--- src/rtl/atomic_counter_bank_pkg.sv ---
// Shared types and helpers for the atomic counter bank: read FSM states,
// the registered response record and the word-count helper.
package atomic_counter_pkg;

    // Widest read port the response record can carry.
    localparam int MAX_BUS_W = 64;

    typedef enum logic {
        RD_IDLE = 1'b0,
        RD_SNAP = 1'b1
    } rd_state_e;

    typedef struct packed {
        logic                 ack;
        logic                 err;
        logic [MAX_BUS_W-1:0] data;
    } rsp_t;

    function automatic int num_words(int cnt_w, int bus_w);
        return cnt_w / bus_w;
    endfunction

endpackage

--- src/rtl/atomic_counter_bank_if.sv ---
// Narrow read port of the counter bank: request/qualifier/channel from the
// host, registered ack/data/error back from the bank.
interface atomic_counter_bank_if #(
    parameter int CH_W  = 2,
    parameter int BUS_W = 32
);
    logic             req_i;
    logic             atomic_i;
    logic [CH_W-1:0]  ch_sel_i;
    logic             ack_o;
    logic [BUS_W-1:0] count_o;
    logic             err_o;

    modport master (
        output req_i, atomic_i, ch_sel_i,
        input  ack_o, count_o, err_o
    );

    modport slave (
        input  req_i, atomic_i, ch_sel_i,
        output ack_o, count_o, err_o
    );
endinterface

--- src/rtl/atomic_counter_bank_ch.sv ---
// Single event counter channel: clear has priority over increment; at
// all-ones an increment either wraps or holds, and always sets the sticky ovf.
module atomic_counter_ch #(
    parameter int CNT_W    = 64,
    parameter bit SATURATE = 1'b0
) (
    input  logic             clk,
    input  logic             reset,
    input  logic             trig,
    input  logic             clr,
    output logic [CNT_W-1:0] count,
    output logic             ovf
);

    always_ff @(posedge clk) begin
        if (!reset) begin
            count <= '0;
            ovf   <= 1'b0;
        end else if (clr) begin
            count <= '0;
            ovf   <= 1'b0;
        end else if (trig) begin
            if (&count) begin
                if (!SATURATE) begin
                    count <= '0;
                end
                ovf <= 1'b1;
            end else begin
                count <= count + CNT_W'(1);
            end
        end
    end

endmodule

--- src/rtl/atomic_counter_bank.sv ---
// Multi-channel counter bank with an atomic snapshot read: an atomic request
// freezes one channel's full count, later plain requests stream its words out.
//
//   state   | meaning
//   RD_IDLE | no snapshot pending; plain requests answer with err
//   RD_SNAP | snapshot held, rd_ptr selects the next word to return
module atomic_counter_bank
    import atomic_counter_pkg::*;
#(
    parameter int NUM_CH   = 4,
    parameter int CNT_W    = 64,
    parameter int BUS_W    = 32,
    parameter bit SATURATE = 1'b0
) (
    input  logic                  clk,
    input  logic                  reset,
    input  logic [NUM_CH-1:0]     trig_i,
    input  logic [NUM_CH-1:0]     clr_i,
    atomic_counter_bank_if.slave  bus,
    output logic [NUM_CH-1:0]     ovf_o
);

    localparam int CH_W      = (NUM_CH > 1) ? $clog2(NUM_CH) : 1;
    localparam int NUM_WORDS = num_words(CNT_W, BUS_W);
    localparam int PTR_W     = (NUM_WORDS > 1) ? $clog2(NUM_WORDS) : 1;

    if ((CNT_W % BUS_W) != 0 || NUM_CH < 1 || BUS_W > MAX_BUS_W) begin : g_param_err
        $error("atomic_counter_bank: bad NUM_CH/CNT_W/BUS_W combination");
    end

    logic [CNT_W-1:0] cnt [NUM_CH];

    for (genvar g = 0; g < NUM_CH; g++) begin : g_ch
        atomic_counter_ch #(
            .CNT_W    (CNT_W),
            .SATURATE (SATURATE)
        ) u_ch (
            .clk   (clk),
            .reset (reset),
            .trig  (trig_i[g]),
            .clr   (clr_i[g]),
            .count (cnt[g]),
            .ovf   (ovf_o[g])
        );
    end

    rd_state_e                         state_q, state_d;
    logic [PTR_W-1:0]                  rd_ptr_q, rd_ptr_d;
    logic [NUM_WORDS-1:0][BUS_W-1:0]   snap_q, snap_d;
    rsp_t                              resp_q, resp_d;

    logic             sel_ok;
    logic [CNT_W-1:0] cnt_sel;
    logic             last_word;

    assign sel_ok    = ({1'b0, bus.ch_sel_i} < (CH_W+1)'(NUM_CH));
    assign last_word = (rd_ptr_q == PTR_W'(NUM_WORDS - 1));

    // Loop-based select keeps out-of-range channel codes from indexing cnt[].
    always_comb begin
        cnt_sel = '0;
        for (int i = 0; i < NUM_CH; i++) begin
            if (bus.ch_sel_i == CH_W'(i)) begin
                cnt_sel = cnt[i];
            end
        end
    end

    always_ff @(posedge clk) begin
        if (!reset) begin
            state_q  <= RD_IDLE;
            rd_ptr_q <= '0;
            snap_q   <= '0;
            resp_q   <= '0;
        end else begin
            state_q  <= state_d;
            rd_ptr_q <= rd_ptr_d;
            snap_q   <= snap_d;
            resp_q   <= resp_d;
        end
    end

    always_comb begin
        state_d  = state_q;
        rd_ptr_d = rd_ptr_q;
        snap_d   = snap_q;
        if (bus.req_i) begin
            if (bus.atomic_i) begin
                if (sel_ok) begin
                    snap_d = cnt_sel;
                    if (NUM_WORDS > 1) begin
                        state_d  = RD_SNAP;
                        rd_ptr_d = PTR_W'(1);
                    end else begin
                        state_d  = RD_IDLE;
                        rd_ptr_d = '0;
                    end
                end
            end else if (state_q == RD_SNAP) begin
                if (last_word) begin
                    state_d  = RD_IDLE;
                    rd_ptr_d = '0;
                end else begin
                    rd_ptr_d = rd_ptr_q + PTR_W'(1);
                end
            end
        end
    end

    always_comb begin
        resp_d = '0;
        if (bus.req_i) begin
            resp_d.ack = 1'b1;
            if (bus.atomic_i) begin
                if (sel_ok) begin
                    resp_d.data[BUS_W-1:0] = cnt_sel[BUS_W-1:0];
                end else begin
                    resp_d.err = 1'b1;
                end
            end else if (state_q == RD_SNAP) begin
                resp_d.data[BUS_W-1:0] = snap_q[rd_ptr_q];
            end else begin
                resp_d.err = 1'b1;
            end
        end
    end

    assign bus.ack_o   = resp_q.ack;
    assign bus.err_o   = resp_q.err;
    assign bus.count_o = resp_q.data[BUS_W-1:0];

    // Upper response bits beyond the port width are constant zero.
    if (BUS_W < MAX_BUS_W) begin : g_rsp_pad
        logic [MAX_BUS_W-BUS_W-1:0] rsp_pad_unused;
        assign rsp_pad_unused = resp_q.data[MAX_BUS_W-1:BUS_W];
    end

endmodule

--- src/flat_wrapper.sv ---
// flat-port wrapper written by rule: the top's interface ports become plain ports
module atomic_counter_bank_flat import atomic_counter_pkg::*;
#(
    parameter int NUM_CH   = 4,
    parameter int CNT_W    = 64,
    parameter int BUS_W    = 32,
    parameter bit SATURATE = 1'b0
)
  (clk, reset, trig_i, clr_i, ovf_o, bus_req_i, bus_atomic_i, bus_ch_sel_i, bus_ack_o, bus_count_o, bus_err_o);
  atomic_counter_bank_if #(.CH_W(2), .BUS_W(BUS_W)) bus_i ();
  input  logic clk;
  input  logic reset;
  input  logic [NUM_CH-1:0] trig_i;
  input  logic [NUM_CH-1:0] clr_i;
  output logic [NUM_CH-1:0] ovf_o;
  input wire logic [$bits(bus_i.req_i)-1:0] bus_req_i;
  input wire logic [$bits(bus_i.atomic_i)-1:0] bus_atomic_i;
  input wire logic [$bits(bus_i.ch_sel_i)-1:0] bus_ch_sel_i;
  output wire logic [$bits(bus_i.ack_o)-1:0] bus_ack_o;
  output wire logic [$bits(bus_i.count_o)-1:0] bus_count_o;
  output wire logic [$bits(bus_i.err_o)-1:0] bus_err_o;
  assign bus_i.req_i = bus_req_i;
  assign bus_i.atomic_i = bus_atomic_i;
  assign bus_i.ch_sel_i = bus_ch_sel_i;
  assign bus_ack_o = bus_i.ack_o;
  assign bus_count_o = bus_i.count_o;
  assign bus_err_o = bus_i.err_o;
  atomic_counter_bank #(.NUM_CH(NUM_CH), .CNT_W(CNT_W), .BUS_W(BUS_W), .SATURATE(SATURATE)) u_core (.clk(clk), .reset(reset), .trig_i(trig_i), .clr_i(clr_i), .bus(bus_i), .ovf_o(ovf_o));
endmodule
--- config.mk ---
export PLATFORM = sky130hd
export DESIGN_NAME = atomic_counter_bank_flat
export DESIGN_NICKNAME = d
export VERILOG_FILES = /design/src/rtl/atomic_counter_bank_pkg.sv /design/src/rtl/atomic_counter_bank_if.sv /design/src/rtl/atomic_counter_bank_ch.sv /design/src/rtl/atomic_counter_bank.sv /design/src/flat_wrapper.sv
export SDC_FILE = /design/constraint.sdc
export NUM_CORES = 1
export LEC_CHECK = 0
export BUFFER_PORTS_ARGS = -buffer_cell sky130_fd_sc_hd__buf_2
export CORE_MARGIN = 10
export CORE_UTILIZATION = 48
export CTS_BUF_LIST = sky130_fd_sc_hd__clkbuf_8 sky130_fd_sc_hd__clkbuf_16
export CTS_CLUSTER_DIAMETER = 200
export DETAILED_ROUTE_END_ITERATION = 12
export GPL_TIMING_DRIVEN = 1
export HOLD_SLACK_MARGIN = 0.03
export PLACE_DENSITY_LB_ADDON = 0.05
export SYNTH_ARGS = -nofsm -noshare
export SYNTH_HDL_FRONTEND = slang
export SYNTH_SLANG_ARGS = --single-unit
--- constraint.sdc ---
create_clock -name clk -period 3.1 [get_ports clk]
set_input_delay 0.31 -clock clk [delete_from_list [all_inputs] [get_ports clk]]
set_output_delay 0.31 -clock clk [all_outputs]
set_load 0.03 [all_outputs]
# Yosys cells after proc, flatten, opt, wreduce, memory -nomap -nowiden

Cells that the tools add are included.

Register bits after elaboration: 360
Latch bits: 0
RAM bits: 0
Bits in read-only memories: 0
Output and inout port bits: 38
Word-level logic and storage cells: 65
Memories: 0

Add/subtract/negate cells: 5
Multiply operators: 0
Divide/modulo/power cells: 0
Magnitude comparators: 1
Equality and inequality tests: 3
Shifts and indexed selects: 0
Muxes and demuxes: 21
Bitwise logic cells: 2
Reductions and logical operators: 18

Operator list:

| operator                | count |
|---|---|
| $mux W64                | 8 |
| $reduce_and A65 Y1      | 4 |
| $add A64 B1 Y64 const B | 4 |
| $reduce_and A64 Y1      | 4 |
| $mux W32                | 4 |
| $mux W1                 | 8 |
| $reduce_or A2 Y1        | 4 |
| $reduce_and A2 Y1       | 3 |
| $eq A2 B2 Y1 const B    | 2 |
| $reduce_or A3 Y1        | 1 |
| $eq A2 B1 Y1 const B    | 1 |
| $logic_not A2 Y1        | 1 |
| $lt A1 B2 Y1 const B    | 1 |
| $mux W2                 | 1 |
| $not A1 Y1              | 2 |
| $reduce_bool A2 Y1      | 1 |
| $add A1 B1 Y1 const B   | 1 |

# Logic depth before layout (Yosys ltp)

Depth in word-level cells: 6
Gate-level depth with buffers: 10
Depth with buffers taken out: 7

# Modules after synthesis

From an unflattened synthesis, not the netlist that was laid out.

Cell total of the unflattened synthesis: 2043
Area, all modules: 17959.7 um2

By module, submodules not included:

| module              | times used | cells each | area an instance (um2) | sequential area each (um2) |
|---|---|---|---|---|
| atomic_counter_ch   | 4          | 384        | 3201.8                 | 1301.2 |
| atomic_counter_bank | 1          | 507        | 5152.4                 | 2001.9 |

# Worst setup path after synthesis

OpenSTA, ideal clock, no wires.

Path kind: register -> register
Start: register u_core.g_ch[3].u_ch.count[8]
End: register u_core.g_ch[3].u_ch.count[38]
Library setup time: 0.125 ns
Arrival: 2.267 ns
Path slack: 0.708 ns
Stages on the path, launching flop included: 9
Cells stage by stage: dfxtp_1 nand4_2 or3_1 buf_2 or4_4 buf_6 or4_4 xor2_1 nor2_2

Cells in the longest elaborated chain, start to end: 2
Elaborated cells on any way between the ends: 3

RTL lines:

| element                                                      | line                                                       | RTL |
|---|---|---|
| start, declared                                              | atomic_counter_bank_ch.sv:11                               | `output logic [CNT_W-1:0] count,` |
| start signal, assigned                                       | atomic_counter_bank_ch.sv:29                               | `count <= count + CNT_W'(1);` |
| $add A64 B1 Y64 / $reduce_and A64 Y1 (equally long branches) | atomic_counter_bank_ch.sv:29, atomic_counter_bank_ch.sv:23 |  |
| $mux W64 *                                                   | atomic_counter_bank_ch.sv:23                               | `if (&count) begin` |

Mark *: on every way between the ends. The rest lies on a longest branch, timed or not.
A chain may end at the register's enable or synchronous reset.

# Final worst setup path

Start: register u_core.g_ch[1].u_ch.count[0]
End: register u_core.g_ch[1].u_ch.count[43]

Cells in the longest elaborated chain, start to end: 2
Elaborated cells on any way between the ends: 3

RTL lines:

| element                                                      | line |
|---|---|
| start, declared                                              | atomic_counter_bank_ch.sv:11 |
| start signal, assigned                                       | atomic_counter_bank_ch.sv:29 |
| $add A64 B1 Y64 / $reduce_and A64 Y1 (equally long branches) | atomic_counter_bank_ch.sv:29, atomic_counter_bank_ch.sv:23 |
| $mux W64 *                                                   | atomic_counter_bank_ch.sv:23 |

Marked as above.

==> results_dict.tcl <==
set metrics [dict create \
    clock_path_buffers 3 \
    ys_seq_elements 360 \
    syn_to_final_growth_pct 11.8 \
    ir_drop_mv 0.318 \
    grt_pass1_vias 13466 \
    clkLatencyLatePin_ns 0.55 \
    cp-end-kind "register" \
    ys_types 49 \
    root_buffer "clkbuf_16" \
    wl_per_cell_um 21.1 \
    setup-violations-final 0 \
    antenna_found_initial 3 \
    period_share_pct 88.3 \
    die_h_um 210 \
    holdCritStartpoint "trig_i[3]" \
    powerDensity_nw_per_um2 489 \
    reg2reg_to "u_core.g_ch[1].u_ch.count[43]" \
    cp.required_ns 3.53 \
    worstRegToRegCells 9 \
    clock-sinks 360 \
    maxSlewViolCount 0 \
    fin_hold_ws_ns 0.0768 \
    post-route-util_pct 54.6 \
    tns_ns 0 \
    p_leak_nw 6.15 \
    drt_first_pass_iters 5 \
    drc 0 \
    syn_inst 1960 \
    async_reset_ff_share_pct 0 \
    gp_congestion 0.927 \
    reg2reg_slack_ns 0.36 \
    hold_viol_final 0 \
    cts_buffers 41 \
    ys.flop_type "dfxtp_1" \
    yosys.cell_count.top_type "dfxtp_1" \
    period_needed_ns 2.74 \
    rows 69 \
    fmax_mhz 365 \
    drive_above_1_share_pct 13.3 \
    dp.cells 2417 \
    place_area_um2 18200 \
    port_buffers 51 \
    critPathLaunchType "register" \
    syn_area_per_cell_um2 8.88 \
    syn-num-nets 1978 \
    synthDominantCellAreaShare_pct 41.4 \
    rsz0062_at_grt "false" \
    worst-path-max-fanout 22 \
    grtUsageTotal_pct 23.6 \
    skew_ns 0.0282 \
    cap_violations 0 \
    n_antenna_cell 0 \
    synth_common_cells "360 x dfxtp_1, 328 x nor2_1, 237 x nand2_1, 135 x xnor2_1, 100 x nand3_1" \
    postRouteAntennaNets 0 \
    via_per_inst 5.75 \
    die_x_um 210 \
    whs_path_depth 3 \
    die_area_um2 44300 \
    ioPinCount 52 \
    routed_wl_mm 52.5 \
    hp-class "in -> reg" \
    initial_utilization_pct 48.8 \
    yosysSeqAreaShare_pct 41.4 \
    final_area_um2 19500 \
    worst_pin_slew_ns 1.18 \
    grt.overflow.total 0 \
    grt_pass1_wl_mm 81.3 \
    synth-edff-count 0 \
    path_clk_slew_ns 0.06 \
    vias 14292 \
    yosysTopAreaCell "dfxtp_1" \
    final-instance-count-excl-fill 2485 \
    status "completed" \
    r2r-start "u_core.g_ch[1].u_ch.count[0]" \
    synthesis.area_um2 17400 \
    final_nets 2018 \
    min_to "u_core.g_ch[3].u_ch.count[0]" \
    ys_warn_count 0 \
    tritoncts "done" \
    core_um2 35700 \
    grt_max_degree 71 \
    worstPathArrival_ns 3.16 \
    slew_headroom_pct 20.9 \
    cts_resized 0 \
    ys_top_cells_by_area "dfxtp_1 41%, mux4_2 8.3%, nor2_1 7.1%, xnor2_1 6.8%, nand2_1 5.1%" \
    ctsHtreeMaxLevel 2 \
    critPathKind "reg -> reg" \
    place_hpwl_mm 39.7 \
    drtIter0Drc 1478 \
]
[flip-flops by register name, indices dropped and copies added, names as in the netlist]
name,cells
u_core.g_ch.u_ch.count,256
u_core.state_q,1
u_core.snap_q,64
u_core.last_word,1
u_core.bus.err_o,1
u_core.bus.count_o,32
u_core.bus.ack_o,1
u_core.g_ch.u_ch.ovf,4
[cells in the final DEF, fill, tap and decap left out, types with 6 or more instances in the layout]
master     instances
and2_1            10
clkinv_2           6
nor4_1            39
or2_2              6
clkbuf_16         42
or3_1             23
a21oi_1           21
nand4_1           83
o21ai_0           22
mux4_2            64
xnor2_1          135
nor2_1           328
and4_1            29
nand2_1          236
dfxtp_1          360
and3_1            33
buf_4             39
a22oi_1           32
buf_2             50
nand3_1          100
clkbuf_8           9
nor3_1            62
inv_1             42
xor2_1            92
o31ai_1            7
a21boi_0          64
mux2_2            32
[worst max-delay path: stages (launching register included)]
cell	delay, ns
dfxtp_1	0.47
ha_1	0.29
inv_1	0.09
nor4_2	0.27
buf_4	0.19
nand4_1	0.17
or4_1	0.54
nand3b_1	0.19
buf_4	0.31
nor2_1	0.09
[layer usage]
metal | routed length, um | up-vias | part of all wire [%] | global-route usage, %
met3 | 5380 | 79 | 10 | 6.32
met2 | 21700 | 495 | 41 | 33.6
met1 | 23900 | 6805 | 45 | 33.9
li1 | - | 6911 | - | -
met5 | 7 | - | 0.013 | 0
met4 | 1510 | 2 | 2.9 | 7.44
[stage by stage]
step                      power (mW)  worst slack [ns]
after detailed placement        5.05             0.413
after global routing            9.84             0.217
after global placement          5.05             0.434
after CTS                       9.62             0.388
final                           9.51             0.362
after floorplan                 4.96             0.708
[layout make-up]
| cell class | instances | area, um^2 |
|---|---|---|
| flip-flops and latches | 360 | 7210 |
| inverters | 33 | 124 |
| clock buffers | 51 | 1170 |
| repair buffers | 95 | 653 |
| well taps | 461 | 577 |
| multi-input cells | 1469 | 9650 |
| clock inverters | 16 | 80.1 |
| fillers | 3336 | 16200 |
[cell families after synthesis]
family	after synthesis	share of synthesized area (%)
adder cells (fa/ha/maj)	4	0.287
multiplexers	99	10.5
flip-flops	360	41.4
AND/OR/NAND/NOR	983	26.8
AO/OA/AOI/OAI	156	6.23
buffers and inverters	131	3.33
XOR/XNOR	227	11.4
[worst max-delay path by stage]
stage                                       from                            end  slack, ns  depth (start not counted)
finish              u_core.g_ch[1].u_ch.count[0]  u_core.g_ch[1].u_ch.count[43]       0.36                          9
global route        u_core.g_ch[1].u_ch.count[0]  u_core.g_ch[1].u_ch.count[43]       0.22                          9
CTS                 u_core.g_ch[1].u_ch.count[0]  u_core.g_ch[1].u_ch.count[43]       0.39                          9
detailed placement  u_core.g_ch[1].u_ch.count[0]  u_core.g_ch[1].u_ch.count[43]       0.41                          9
global placement    u_core.g_ch[1].u_ch.count[0]  u_core.g_ch[1].u_ch.count[27]       0.43                          9
floorplan           u_core.g_ch[3].u_ch.count[8]  u_core.g_ch[3].u_ch.count[38]       0.71                          8
[power by group]
part	internal (mW)	switching (mW)	leakage [nW]
Sequential	4.63	0.00912	2.90
Clock	2.65	1.91	0.661
Combinational	0.103	0.201	2.59
Total	7.39	2.12	6.15
[repair_timing]
| item | in CTS | in global routing |
|---|---|---|
| hold endpoints to repair | 1 | 0 |
| hold buffers | 1 | 0 |
| setup buffers | 0 | 0 |
Power figures use the tool's default switching activity.
